$ cat src/rtl/lifo_stack_pkg.sv
// Shared types for the register-based LIFO: per-cycle operation and per-cell next-value select.
package lifo_stack_pkg;

  typedef enum logic [1:0] {
    OP_NONE,
    OP_PUSH,
    OP_POP,
    OP_REPLACE
  } stack_op_e;

  typedef enum logic [1:0] {
    SEL_HOLD,
    SEL_ABOVE,
    SEL_BELOW,
    SEL_DATA
  } cell_sel_e;

  function automatic stack_op_e decode_op(input logic push, input logic pop);
    case ({push, pop})
      2'b10:   return OP_PUSH;
      2'b01:   return OP_POP;
      2'b11:   return OP_REPLACE;
      default: return OP_NONE;
    endcase
  endfunction

endpackage

$ cat src/rtl/lifo_cell.sv
// One stack stage: registered mux of hold / neighbour above / neighbour below / new data.
module lifo_cell
  import lifo_stack_pkg::*;
#(
  parameter int unsigned WIDTH = 16
) (
  input  logic             clk,
  input  logic             rst_n,
  input  cell_sel_e        sel,
  input  logic [WIDTH-1:0] above,
  input  logic [WIDTH-1:0] below,
  input  logic [WIDTH-1:0] data,
  output logic [WIDTH-1:0] q
);

  always_ff @(posedge clk) begin
    if (!rst_n) begin
      q <= '0;
    end else begin
      case (sel)
        SEL_ABOVE: q <= above;
        SEL_BELOW: q <= below;
        SEL_DATA:  q <= data;
        default:   q <= q;
      endcase
    end
  end

endmodule

$ cat src/rtl/lifo_stack.sv
// Register-based hardware stack with TOS/NOS visible combinationally; push, pop and replace per cycle.
module lifo_stack
  import lifo_stack_pkg::*;
#(
  parameter int unsigned WIDTH = 16,
  parameter int unsigned DEPTH = 12
) (
  input  logic             i_clk,
  input  logic             i_rst_n,
  input  logic [WIDTH-1:0] i_data,
  input  logic             i_push,
  input  logic             i_pop,
  output logic [WIDTH-1:0] o_s0,
  output logic [WIDTH-1:0] o_s1,
  output logic             o_empty,
  output logic             o_full
);

  localparam int unsigned CW = $clog2(DEPTH + 1);
  localparam logic [CW-1:0] FULL_CNT = CW'(DEPTH);
  localparam logic [CW-1:0] ONE_CNT  = CW'(1);

  stack_op_e        op;
  logic [CW-1:0]    count;
  logic [WIDTH-1:0] e   [DEPTH];
  // Zero-padded view of the entries so every cell has an above and below neighbour;
  // a pop shifts zero into the deepest slot, keeping empty slots at 0.
  logic [WIDTH-1:0] ext [DEPTH+2];

  assign op = decode_op(i_push, i_pop);

  assign ext[0]       = '0;
  assign ext[DEPTH+1] = '0;

  for (genvar k = 0; k < DEPTH; k++) begin : g_cell
    cell_sel_e sel;

    assign ext[k+1] = e[k];

    always_comb begin
      sel = SEL_HOLD;
      case (op)
        OP_PUSH:    sel = (k == 0) ? SEL_DATA : SEL_ABOVE;
        OP_POP:     sel = SEL_BELOW;
        OP_REPLACE: sel = (k == 0) ? SEL_DATA : SEL_HOLD;
        default:    sel = SEL_HOLD;
      endcase
    end

    lifo_cell #(
      .WIDTH(WIDTH)
    ) u_cell (
      .clk   (i_clk),
      .rst_n (i_rst_n),
      .sel   (sel),
      .above (ext[k]),
      .below (ext[k+2]),
      .data  (i_data),
      .q     (e[k])
    );
  end

  // Replace on an empty stack behaves as a push so the count tracks the new TOS.
  always_ff @(posedge i_clk) begin
    if (!i_rst_n) begin
      count <= '0;
    end else begin
      case (op)
        OP_PUSH:    if (count != FULL_CNT) count <= count + ONE_CNT;
        OP_POP:     if (count != '0) count <= count - ONE_CNT;
        OP_REPLACE: if (count == '0) count <= ONE_CNT;
        default:    count <= count;
      endcase
    end
  end

  assign o_s0    = e[0];
  assign o_s1    = e[1];
  assign o_empty = (count == '0);
  assign o_full  = (count == FULL_CNT);

endmodule

$ cat config.mk
export PLATFORM = sky130hd
export DESIGN_NAME = lifo_stack
export DESIGN_NICKNAME = d
export VERILOG_FILES = /design/src/rtl/lifo_stack_pkg.sv /design/src/rtl/lifo_cell.sv /design/src/rtl/lifo_stack.sv
export SDC_FILE = /design/constraint.sdc
export NUM_CORES = 1
export LEC_CHECK = 0
export CAP_MARGIN = 15
export CORE_MARGIN = 5
export CORE_UTILIZATION = 50
export DETAILED_ROUTE_END_ITERATION = 8
export PLACE_DENSITY = 0.69
export SETUP_SLACK_MARGIN = 0.5
export SLEW_MARGIN = 0
export SYNTH_ARGS = -nofsm -noshare
export SYNTH_HDL_FRONTEND = slang
export SYNTH_HIERARCHICAL = 1
export SYNTH_SLANG_ARGS = --single-unit
$ cat constraint.sdc
create_clock -name i_clk -period 1.9 [get_ports i_clk]
set_input_delay 0.38 -clock i_clk [delete_from_list [all_inputs] [get_ports i_clk]]
set_output_delay 0.38 -clock i_clk [all_outputs]
set_load 0.01 [all_outputs]
==> results of run 1 <==
## layout make-up
type,count,area (um2)
multi-input cells,670,5600
flip-flops and latches,196,3980
repair buffers,159,1960
fillers,1730,8340
clock buffers,19,443
clock inverters,13,153
well taps,275,344
## flip-flops by register name, summed over array words and instances, names as in the netlist
| name | count |
|---|---|
| count | 4 |
| g_cell.u_cell/q | 192 |
## power by group through the flow
stage	Sequential, mW	Combinational (mW)	Clock (mW)
3_3_place_gp	4.45	1.26	0
2_1_floorplan	4.43	1.05	0
4_1_cts	4.36	1.33	3.68
3_5_place_dp	4.45	1.29	0
6_report	4.36	1.51	3.61
5_1_grt	4.38	1.62	3.89
## routing by layer
layer / up-vias / track usage (%) / share of wire, %
met5: - / 0 / 0
met4: 0 / 3.32 / 0.77
met3: 14 / 3.39 / 2.5
met2: 93 / 25.5 / 47
met1: 3422 / 23.9 / 50
li1: 3756 / - / -
## worst paths after layout
check	from	depth (start not counted)	end
worst max-delay path	count[0]	6	count[2]
worst min-delay path	g_cell[0].u_cell/q[8]	2	g_cell[1].u_cell/q[8]
worst max register to register	count[0]	6	count[2]
worst min register to register	g_cell[0].u_cell/q[8]	2	g_cell[1].u_cell/q[8]
## layout by cell type (no fill, tap or decap), types with 3 or more instances in the layout
cell,synthesis,layout
buf_12,24,23
buf_4,2,47
dfxtp_2,0,32
clkdlybuf4s50_1,0,17
buf_2,13,33
clkbuf_16,0,34
nand2b_1,12,12
clkinv_4,0,6
buf_6,36,8
nand2_1,18,18
mux2i_1,385,381
mux2i_2,0,4
buf_16,0,9
o22ai_1,192,192
clkinvlp_4,0,3
dfxtp_1,196,160
conb_1,1,32
dfxtp_4,0,4
## repair_timing
item                       in CTS  in global routing
hold buffers                    0                  0
setup buffers                  15                 15
cloned                          2                 22
gates resized for setup       158                 58
setup endpoints to repair     230                166
pin swaps                       3                 13
## cells by family after synthesis
kind of cell,count (synthesis),share of synthesized area [%]
AO/OA/AOI/OAI,203,12.2
XOR/XNOR,2,0.167
adder cells (fa/ha/maj),1,0.119
buffers and inverters,89,11.1
flip-flops,196,37.4
multiplexers,385,36.7
other,1,0.0357
AND/OR/NAND/NOR,46,2.29
## critical path, delay by kind of cell (launching register included)
family	cells	cell delay [ps]
compound gates	1	140
fa+ha+maj	1	190
buf+inv	1	170
flops	1	360
mux	1	100
simple gates	2	620
==> impl_metrics.tcl, run 1 <==
set metrics [dict create \
    run_status "complete, no violations" \
    crit_path_end_kind "flip-flop" \
    finalSetupTns_ps 0 \
    p_sw_mw 2.45 \
    pwr-share-seq_pct 46.0 \
    grt_first_pass_wirelength_mm 33.8 \
    critPathLaunchType "flip-flop" \
    cts_root_buffer "clkbuf_16" \
    crit_type "flip-flop to flip-flop" \
    drt-initial-drc-count 415 \
    crit_arrival_ps 2020 \
    clock_latency_ps 430 \
    worstPathCellList "buf_4 -> ha_2 -> nor2_1 -> mux2i_1 -> or4_1 -> a21boi_1" \
    wl_mm 22.5 \
    ys_async_sr_fraction_pct 0 \
    via_per_inst 5.47 \
    power_density_nw_per_um2 760 \
    clkSinkCount 196 \
    synth.avg_cell_area_um2 11.4 \
    min_path_type "flip-flop to flip-flop" \
    setup_slack_ps 240 \
    finalClockSkew_ps 5.73 \
    synth_seq_area_share_pct 37.4 \
    crit_path_max_fanout 5 \
    antenna_cells 0 \
    yosys.area.top_type "dfxtp_1" \
    cp.required_ps 2260 \
    netlist_instances 923 \
    sw_frac_of_total_pct 25.8 \
    fin_total_pwr_mw 9.49 \
    cpPeakStageDelay_ps 530 \
    h-tree-depth 4 \
    grt_pass1_vias 6539 \
    drive_above_1_share_pct 21.2 \
    grt_overflow 0 \
    drt_pass1_iterations 6 \
    timing.reg2reg.setup_slack_ps 240 \
    cp_slowest_cell "or4_1" \
    drc 0 \
    ir_drop_mv 0.613 \
    routedWlPerCell_um 16.9 \
    p_leak_nw 4.68 \
    place_area_um2 11100 \
    instances_no_fill 1332 \
    postLayoutCoreUtil_pct 60.0 \
    grt_antenna_before_repair 0 \
    yosys_warnings 6 \
    cts.path.max_buffers 2 \
    worst_slew_pin_slew_ps 568 \
    pwr-share-clk_pct 38.1 \
    placed_cells 1246 \
    netlist_area_um2 10500 \
    ant_nets 0 \
    grt_setup_unrepaired "yes" \
    maxSlewHeadroom_pct 62.0 \
    grt_max_degree 58 \
    fp.coreArea_um2 20800 \
    yosysTopAreaCellShare_pct 37.4 \
    min_period_ps 1660 \
    combPwrFrac_pct 15.9 \
    pre_cts_ws_ps -277 \
    final_cell_area_um2 12500 \
    area_growth_pct 19.0 \
    ys_top_cells_by_area "dfxtp_1, mux2i_1, o22ai_1" \
    hpwlAfterDp_mm 13.8 \
    cts_buffers 17 \
    die_area_um2 24000 \
    max_freq_mhz 602 \
    finalCritPeriodShare_pct 87.4 \
    die_x_um 155 \
    finalHoldViolations 0 \
    cap_violations 0 \
    clkTransAtPathRegs_ps 70 \
    setup_viol 0 \
    synth-edff-count 0 \
    grt_usage_pct 16.5 \
    synth_seq_cells 196 \
    vias 7285 \
    synth_ff_type "dfxtp_1" \
    final_nets 1065 \
    finalMaxSlewViolations 0 \
    hold_ws_ps 539 \
    cts_tree "built" \
    fp.dieH_um 155 \
    synthDistinctLibCells 36 \
    rows 53 \
    io_buffers 53 \
    routabilityCongestion 0.758 \
    synth_most_common_cell "mux2i_1" \
    internal_power_mw 7.04 \
    pin_count 54 \
    start_util_pct 50.4 \
    netlist_top_cells_count "mux2i_1, dfxtp_1, o22ai_1" \
]
Note: power is estimated with default switching activity, not from simulation.
==> inputs of run 2 (changes only) <==
Settings changed: CTS_CLUSTER_SIZE set to 20.
==> results of run 2 <==
No change in the layout: final DEF, timing and power equal those of run 1.
